$ cat src/rtl/camera_readout.sv
// camera_readout: four-pixel single-slope ADC capture with two-pixel burst readout.
// Define GRAY_OUT_EN to present Data as the Gray code of the stored value.
module camera_readout (
  input  logic       clk,
  input  logic       Reset,
  input  logic       Erase,
  input  logic       Expose,
  input  logic       ADC,
  input  logic       NRE_1,
  input  logic       NRE_2,
  input  logic [3:0] Cmp,
  output logic [7:0] Ramp,
  output logic [7:0] Data,
  output logic       Data_valid,
  output logic [1:0] Pix_addr,
  output logic       Busy,
  output logic       Err
);
  typedef enum logic [2:0] {IDLE, ERASE, CONVERT, READ_A, READ_B} state_t;
  state_t state_q, state_d;
  logic [7:0] ramp_q, ramp_d, data_q, data_d;
  logic [1:0] addr_q, addr_d;
  logic [3:0] done_q, done_d;
  logic [3:0][7:0] mem_q, mem_d;
  logic valid_q, valid_d, err_q, err_d, row_q, row_d;
  logic adc_q, nre1_q, nre2_q;
  logic adc_rise, nre1_rise, nre2_rise;

  function automatic logic [7:0] enc(input logic [7:0] v);
`ifdef GRAY_OUT_EN
    return v ^ (v >> 1);
`else
    return v;
`endif
  endfunction

  assign adc_rise   = ADC & ~adc_q;
  assign nre1_rise  = NRE_1 & ~nre1_q;
  assign nre2_rise  = NRE_2 & ~nre2_q;
  assign Ramp       = ramp_q;
  assign Data       = data_q;
  assign Data_valid = valid_q;
  assign Pix_addr   = addr_q;
  assign Err        = err_q;
  assign Busy       = state_q == CONVERT || state_q == READ_A || state_q == READ_B;

  always_comb begin
    state_d = state_q;
    ramp_d  = ramp_q;
    data_d  = data_q;
    addr_d  = addr_q;
    valid_d = 1'b0;
    row_d   = row_q;
    mem_d   = mem_q;
    done_d  = done_q;
    err_d   = err_q | (ADC & Expose) | (ADC & (NRE_1 | NRE_2)) | (nre1_rise & nre2_rise);
    if (Erase) begin
      state_d = ERASE;
      ramp_d  = 8'd0;
      mem_d   = '0;
      done_d  = 4'd0;
      err_d   = 1'b0;
    end else begin
      case (state_q)
        IDLE: begin
          if (adc_rise) begin
            state_d = CONVERT;
            ramp_d  = 8'd0;
          end else if (nre1_rise != nre2_rise) begin
            state_d = READ_A;
            row_d   = nre2_rise;
            addr_d  = {nre2_rise, 1'b0};
            data_d  = enc(mem_q[{nre2_rise, 1'b0}]);
            valid_d = 1'b1;
          end
        end
        CONVERT: begin
          // The ADC-low cycle still honours comparators, then fills untripped pixels with full scale.
          for (int k = 0; k < 4; k++) begin
            if (Cmp[k] && !done_q[k]) begin
              mem_d[k]  = ramp_q;
              done_d[k] = 1'b1;
            end else if (!ADC && !done_q[k]) begin
              mem_d[k] = 8'hFF;
            end
          end
          if (ADC) begin
            ramp_d = ramp_q + {7'd0, ramp_q != 8'hFF};
          end else begin
            done_d  = 4'hF;
            state_d = IDLE;
          end
        end
        READ_A: begin
          state_d = READ_B;
          addr_d  = {row_q, 1'b1};
          data_d  = enc(mem_q[{row_q, 1'b1}]);
          valid_d = 1'b1;
        end
        default: state_d = IDLE;
      endcase
    end
  end

  always_ff @(posedge clk or negedge Reset) begin
    if (!Reset) begin
      state_q <= IDLE;
      ramp_q  <= 8'd0;
      data_q  <= 8'd0;
      addr_q  <= 2'd0;
      valid_q <= 1'b0;
      err_q   <= 1'b0;
      row_q   <= 1'b0;
      mem_q   <= '0;
      done_q  <= 4'd0;
      adc_q   <= 1'b0;
      nre1_q  <= 1'b0;
      nre2_q  <= 1'b0;
    end else begin
      state_q <= state_d;
      ramp_q  <= ramp_d;
      data_q  <= data_d;
      addr_q  <= addr_d;
      valid_q <= valid_d;
      err_q   <= err_d;
      row_q   <= row_d;
      mem_q   <= mem_d;
      done_q  <= done_d;
      adc_q   <= ADC;
      nre1_q  <= NRE_1;
      nre2_q  <= NRE_2;
    end
  end
endmodule

$ cat config.mk
export PLATFORM = sky130hd
export DESIGN_NAME = camera_readout
export DESIGN_NICKNAME = d
export VERILOG_FILES = /design/src/rtl/camera_readout.sv
export SDC_FILE = /design/constraint.sdc
export NUM_CORES = 1
export LEC_CHECK = 0
export ABC_AREA = 1
export CORE_MARGIN = 5
export CORE_UTILIZATION = 45
export DETAILED_ROUTE_END_ITERATION = 16
export GPL_ROUTABILITY_DRIVEN = 0
export PLACE_DENSITY_LB_ADDON = 0.05
export SLEW_MARGIN = 20
export SYNTH_ARGS = -nofsm -noshare
export SYNTH_HDL_FRONTEND = slang
export SYNTH_SLANG_ARGS = --single-unit
$ cat constraint.sdc
create_clock -name clk -period 2.3 [get_ports clk]
set_clock_uncertainty 0.1 [all_clocks]
set_input_delay 0.345 -clock clk [delete_from_list [all_inputs] [get_ports clk]]
set_output_delay 0.345 -clock clk [all_outputs]
set_load 0.05 [all_outputs]
==> reports/results.ini, run 1 <==
[status]
status = complete, no violations

[synthesis]
synth_area_leader_cell = dfrtp_1
ys_ff_latch = 63
postSynthCellCount = 386
synth_fp_nets = 400
synth.avg_cell_area_um2 = 8.09
synth_commonest_cells = nand2_1 (95), dfrtp_1 (63), o21ai_0 (47), inv_1 (33), nand3_1 (31)
synth_edf_count = 0
synth_most_common_cell = nand2_1
synthTopCellsByArea = dfrtp_1 (50%), nand2_1 (11%), o21ai_0 (7.5%)
yosys.area.top_type_share = 0.505
syn_area_mm2 = 0.00312
synth_flop_cell = dfrtp_1
synth_seq_area_share = 0.505
synth_cell_type_count = 29
synthArstFlopShare = 1.00
ys_warn_count = 0

[route]
ant_nets = 0
vias_per_cell = 5.27
drt-wirelength-per-cell_um = 15.4
firstDrtPassIters = 6
drc = 0
drtIter0Drc = 152
via_count = 2700
routed_wl_mm = 7.89

[global_routing]
grt_pass1_wl_mm = 13.3
grtUsageTotal = 0.197
grt_pass1_vias = 2655
grt_max_degree = 44
antenna_found_initial = 0
grt_overflow_total = 0

[clock_network]
insertion_delay_ns = 0.34
cts_buffer_depth = 2
root_buffer = clkbuf_8
cts_buffers = 9
htreeDepth = 3
cts_setup_buffers = 0
cts.repair.resized = 0
path_clk_slew_ns = 0.07
cts_sinks = 63
tritoncts = done

[sta]
hold_viol_final = 0
setup_viol = 0
tightest_slew_ns = 0.523
drv_slew = 0
rsz0062_at_grt = false
layout_min_cycle_time_ns = 2.27
maxSlewHeadroom = 0.651
fmax_ghz = 0.441
finalSetupTns_ns = 0
finalCritPeriodShare = 0.985

[floorplan]
initial_core_util = 0.462
io_pins = 32
core.rowCount = 30
fp.coreArea_mm2 = 0.00676
dieArea_mm2 = 0.00871
dieHeight_um = 93.3
dieWidth_um = 93.3

[critical_path]
critPathMaxStageDelay_ns = 0.88
critPathMaxFanout = 8
worstPathArrival_ns = 1.82
crit_chain = clkdlybuf4s50_1
crit_cells = 1
r2r_end = Ramp[2]
slowest_stage = clkdlybuf4s50_1
r2r_start = Ramp[3]
r2r_slack_ns = 0.39
crit_buf_inv = 1
end_kind = output pin
cp_data_required_time_ns = 1.86
start_kind = flop
critPathTopFamily = buffers and inverters
path_class = flop to output pin
reg2reg_depth = 8

[worst_hold_path]
whs_endpoint = mem_q[4]
whs_path_depth = 2
hp-start = mem_q[4]
min_path_type = flop to flop

[power]
ir_drop_mv = 0.395
p_leak_nw = 1.77
powerDensity_mw_per_mm2 = 875

[cells_and_area]
nFillCells = 661
areaGrowthSynthToFinish_pct = 20.8
diodes = 0
finalNetCount = 441
fin_util = 0.558
drive_gt1_frac = 0.116

[placement]
dp_hpwl_mm = 5.44
portBuffers = 31

[flow_run]
max_cap_viol_count = 0

registers in the layout, indices dropped and copies added, names as in the netlist:
| name | flops |
|---|---|
| mem_q | 32 |
| Data | 8 |
| Ramp | 8 |
| done_q | 4 |
| state_q | 3 |
| Pix_addr | 2 |
| Data_valid | 1 |
| Err | 1 |
| adc_q | 1 |
| nre1_q | 1 |
| nre2_q | 1 |
| row_q | 1 |
power breakdown:
group | internal, mW | total [mW] | leakage, nW | switching [mW]
Clock | 0.611 | 1.07 | 0.105 | 0.462
Combinational | 0.288 | 0.884 | 0.816 | 0.596
Sequential | 1.24 | 1.35 | 0.844 | 0.102
routing by layer:
layer / track usage / wire (um) / vias to the layer above
li1: - / - / 1360
met1: 0.281 / 3840 / 1265
met2: 0.303 / 3610 / 67
met3: 0.0523 / 356 / 8
met4: 0.0415 / 79 / 0
met5: 0 / 0 / -
repair_timing:
| action | CTS | global route |
|---|---|---|
| endpoints found under the hold margin | 20 | 0 |
| hold buffers | 1 | 0 |
| setup endpoints to repair | 0 | 0 |
worst max-delay path by stage:
stage                  from  endpoint  slack [ns]
CTS                 Ramp[0]   Ramp[0]        0.06
global placement      NRE_2   Data[1]        0.31
detailed placement    NRE_2   Data[1]        0.29
finish              Ramp[7]   Ramp[7]        0.03
global route        Ramp[7]   Ramp[7]       0.007
floorplan           Ramp[3]   Ramp[2]        0.02
worst min-delay path: stages (launching register included):
cell and delay [ns]:
dfrtp_1 0.35, nand2_1 0.05, o21ai_1 0.06
layout by cell type (no fill, tap or decap):
master | synthesis | routed
buf_2 | 4 | 1
nor2_4 | 3 | 3
a21oi_1 | 4 | 4
clkbuf_8 | 0 | 9
nand3_2 | 2 | 2
o211ai_1 | 1 | 1
dfrtp_1 | 63 | 63
clkinvlp_4 | 0 | 2
nand2_2 | 5 | 5
nand4_2 | 1 | 1
nand2_1 | 95 | 95
buf_12 | 0 | 1
nor2_2 | 1 | 1
or2_2 | 1 | 1
nand3_1 | 31 | 31
clkinv_4 | 0 | 2
nand4_1 | 5 | 5
inv_1 | 33 | 33
buf_4 | 1 | 13
inv_2 | 4 | 4
ha_1 | 3 | 3
inv_4 | 1 | 1
o21ai_1 | 27 | 27
o21a_1 | 1 | 1
bufinv_16 | 0 | 2
o31ai_1 | 1 | 1
xnor2_1 | 1 | 1
clkdlybuf4s50_1 | 0 | 29
nor2_1 | 30 | 30
o22ai_1 | 8 | 8
a21oi_4 | 1 | 1
clkinv_2 | 0 | 1
o21bai_1 | 2 | 2
o21ai_0 | 47 | 47
dlygate4sd3_1 | 0 | 1
final cells by class:
cell class / instances / area [um^2] / share of cell area
Inverter: 38 / 145 / 0.0385
Multi-Input combinational cell: 270 / 1310 / 0.346
Timing Repair Buffer: 45 / 423 / 0.112
Sequential cell: 63 / 1580 / 0.418
Clock inverter: 7 / 97.6 / 0.0259
Clock buffer: 9 / 124 / 0.0328
Tap cell: 80 / 100 / 0.0265
logic make-up (layout without fill, tap and decap cells):
| kind of cell | Yosys count | in the layout | share of synthesized area |
|---|---|---|---|
| buffers and inverters | 53 | 99 | 0.0769 |
| DFF | 63 | 63 | 0.505 |
| xor gates and xnor gates | 1 | 1 | 0.00280 |
| adders and majority gates | 3 | 3 | 0.0120 |
| AOI/OAI and AO/OA | 92 | 92 | 0.158 |
| and+or+nand+nor | 174 | 174 | 0.245 |
through the flow:
stage	setup WS (ns)	std cells	hold slack [ns]	total power [mW]	instance area, um^2
after floorplan	0.0182	386	-0.0506	1.95	3120
after global placement	0.306	495	0.250	2.25	3540
after detailed placement	0.294	495	0.251	2.26	3540
after CTS	0.0572	512	0.400	3.33	3770
after global routing	0.00728	512	0.391	3.48	3770
final	0.0346	512	0.394	3.30	3770
Note: power is estimated with default switching activity, not from simulation.
==> run 2: changes to the inputs <==
Settings changed: ABC_CLOCK_PERIOD_IN_PS from default to 2100.
Clock period 2.3 ns to 2.1 ns, I/O delays scaled along.
==> run 2 against run 1 <==
Hold slack lost 0.045 ns. Core utilization up 0.81 points. Cell count rose by 1.4%. Combinational power grew 12%. Highest routed layer unchanged.
==> reports/results.ini, run 2 (synthesis results as in run 1) <==
[status]
status = complete, no violations  ; unchanged

[global_routing]
antenna_found_initial = 0  ; unchanged
grt_pass1_wl_mm = 14.0  ; was 13.3 mm
grt_pass1_vias = 2818  ; was 2655
grt_overflow_total = 0  ; unchanged
grt_max_degree = 40  ; was 44
grtUsageTotal = 0.210  ; was 0.197

[worst_hold_path]
whs_endpoint = nre2_q  ; was mem_q[4]
whs_path_depth = 1  ; was 2
hp-start = NRE_2  ; was mem_q[4]
min_path_type = primary input to flop  ; was flop to flop

[route]
drt-wirelength-per-cell_um = 15.8  ; was 15.4 um
routed_wl_mm = 8.20  ; was 7.89 mm
ant_nets = 0  ; unchanged
drc = 0  ; unchanged
drtIter0Drc = 141  ; was 152
via_count = 2758  ; was 2700
vias_per_cell = 5.31  ; was 5.27
firstDrtPassIters = 5  ; was 6

[critical_path]
crit_buf_inv = 1  ; unchanged
critPathMaxFanout = 2  ; was 8
end_kind = output pin  ; unchanged
crit_chain = clkdlybuf4s50_1  ; unchanged
path_class = flop to output pin  ; unchanged
r2r_end = Ramp[2]  ; unchanged
cp_data_required_time_ns = 1.68  ; was 1.86 ns
start_kind = flop  ; unchanged
r2r_start = Ramp[3]  ; unchanged
reg2reg_depth = 8  ; unchanged
r2r_slack_ns = 0.28  ; was 0.39 ns
worstPathArrival_ns = 1.52  ; was 1.82 ns
critPathMaxStageDelay_ns = 0.81  ; was 0.88 ns
slowest_stage = clkdlybuf4s50_1  ; unchanged
critPathTopFamily = buffers and inverters  ; unchanged

[power]
powerDensity_mw_per_mm2 = 988  ; was 875 mW/mm^2
ir_drop_mv = 0.435  ; was 0.395 mV
p_leak_nw = 1.82  ; was 1.77 nW

[sta]
finalCritPeriodShare = 0.923
finalSetupTns_ns = 0  ; unchanged
rsz0062_at_grt = false  ; unchanged
layout_min_cycle_time_ns = 1.94
setup_viol = 0  ; unchanged
drv_slew = 0  ; unchanged
maxSlewHeadroom = 0.647  ; was 0.651
tightest_slew_ns = 0.530  ; was 0.523 ns
whs_ns = 0.349  ; was 0.394 ns
hold_viol_final = 0  ; unchanged
fmax_ghz = 0.516

[clock_network]
insertion_delay_ns = 0.35  ; was 0.34 ns
cts_buffers = 9  ; unchanged
htreeDepth = 3  ; unchanged
cts_buffer_depth = 2  ; unchanged
path_clk_slew_ns = 0.07  ; about the same
root_buffer = clkbuf_8  ; unchanged
cts_sinks = 63  ; unchanged
tritoncts = done  ; unchanged
cts.repair.resized = 0  ; unchanged

[placement]
portBuffers = 31  ; unchanged
dp_hpwl_mm = 5.64  ; was 5.44 mm
place_area_mm2 = 0.00358  ; was 0.00354 mm^2

[floorplan]
dieHeight_um = 93.3  ; unchanged
io_pins = 32  ; unchanged
dieArea_mm2 = 0.00871  ; unchanged
core.rowCount = 30  ; unchanged
initial_core_util = 0.462  ; unchanged
dieWidth_um = 93.3  ; unchanged
fp.coreArea_mm2 = 0.00676  ; unchanged

[cells_and_area]
largest_register = mem_q  ; unchanged
diodes = 0  ; unchanged
areaGrowthSynthToFinish_pct = 22.6  ; was 20.8%
finalNetCount = 448  ; was 441
mostFrequentLayoutCells = nand2_1 (95), dfrtp_1 (59), o21ai_0 (47), inv_1 (33), nand3_1 (31)  ; was nand2_1 (95), dfrtp_1 (63), o21ai_0 (47), inv_1 (33), nand3_1 (31)
fin_area_mm2 = 0.00383  ; was 0.00377 mm^2
final_common_cell = nand2_1  ; unchanged
largest_reg_flops = 32  ; unchanged
drive_gt1_frac = 0.150  ; was 0.116

[flow_run]
max_cap_viol_count = 0  ; unchanged

==> run 2: cell types whose count changed in the layout (fill, tap and decap cells not counted) <==
cell / previous run / this run
buf_4: 13 / 28
bufinv_16: 2 / 3
clkbuf_1: 0 / 3
clkbuf_8: 9 / 10
clkdlybuf4s50_1: 29 / 21
clkinv_2: 1 / 0
clkinv_4: 2 / 0
clkinvlp_4: 2 / 0
dfrtp_1: 63 / 59
dfrtp_2: 0 / 4
==> run 2: final cells by class <==
cell class	count	area (um^2)
clock buffer	13	149
timing repair buffer	52	455
sequential	63	1580
multi-input combinational	270	1310
tap	80	100
clock inverter	3	90.1
fill	643	2930
inverter	38	145
==> run 2: worst max-delay path by stage <==
stage,from,end,slack [ns],cells past startpoint
after global placement,NRE_1,Data[6],0.18,8
after global routing,state_q[2],Busy,0.09,4
final,Data[1],Data[1],0.16,1
after floorplan,Ramp[3],Ramp[2],0.03,9
after CTS,Data[1],Data[1],0.16,1
after detailed placement,NRE_2,Data[7],0.11,8
==> run 2: per-layer routing <==
metal / track usage / vias up / routed length [um]
li1: - / 1369 / -
met1: 0.278 / 1308 / 3740
met2: 0.336 / 70 / 3910
met3: 0.0547 / 11 / 419
met4: 0.0647 / 0 / 136
met5: 0 / - / 0
==> run 2: what timing repair did <==
item | CTS | global route
hold buffers | 1 | 0
buffers inserted | 0 | 0
hold endpoints to repair | 63 | 0
==> run 2: through the flow <==
step            util  cells  setup slack, ns  total power [mW]
2_1_floorplan      -    386           0.0288              2.14
3_3_place_gp   0.530    502            0.177              2.49
3_5_place_dp   0.530    502            0.105              2.50
4_1_cts        0.566    519            0.156              3.80
5_1_grt        0.566    519           0.0937              3.97
6_report       0.566    519            0.162              3.78
==> run 2: report_power, final <==
part | leakage (nW) | internal (mW) | switching (mW) | total, mW
sequential | 0.838 | 1.36 | 0.114 | 1.48
combinational | 0.866 | 0.332 | 0.657 | 0.989
clock | 0.118 | 0.823 | 0.490 | 1.31
total | 1.82 | 2.52 | 1.26 | 3.78
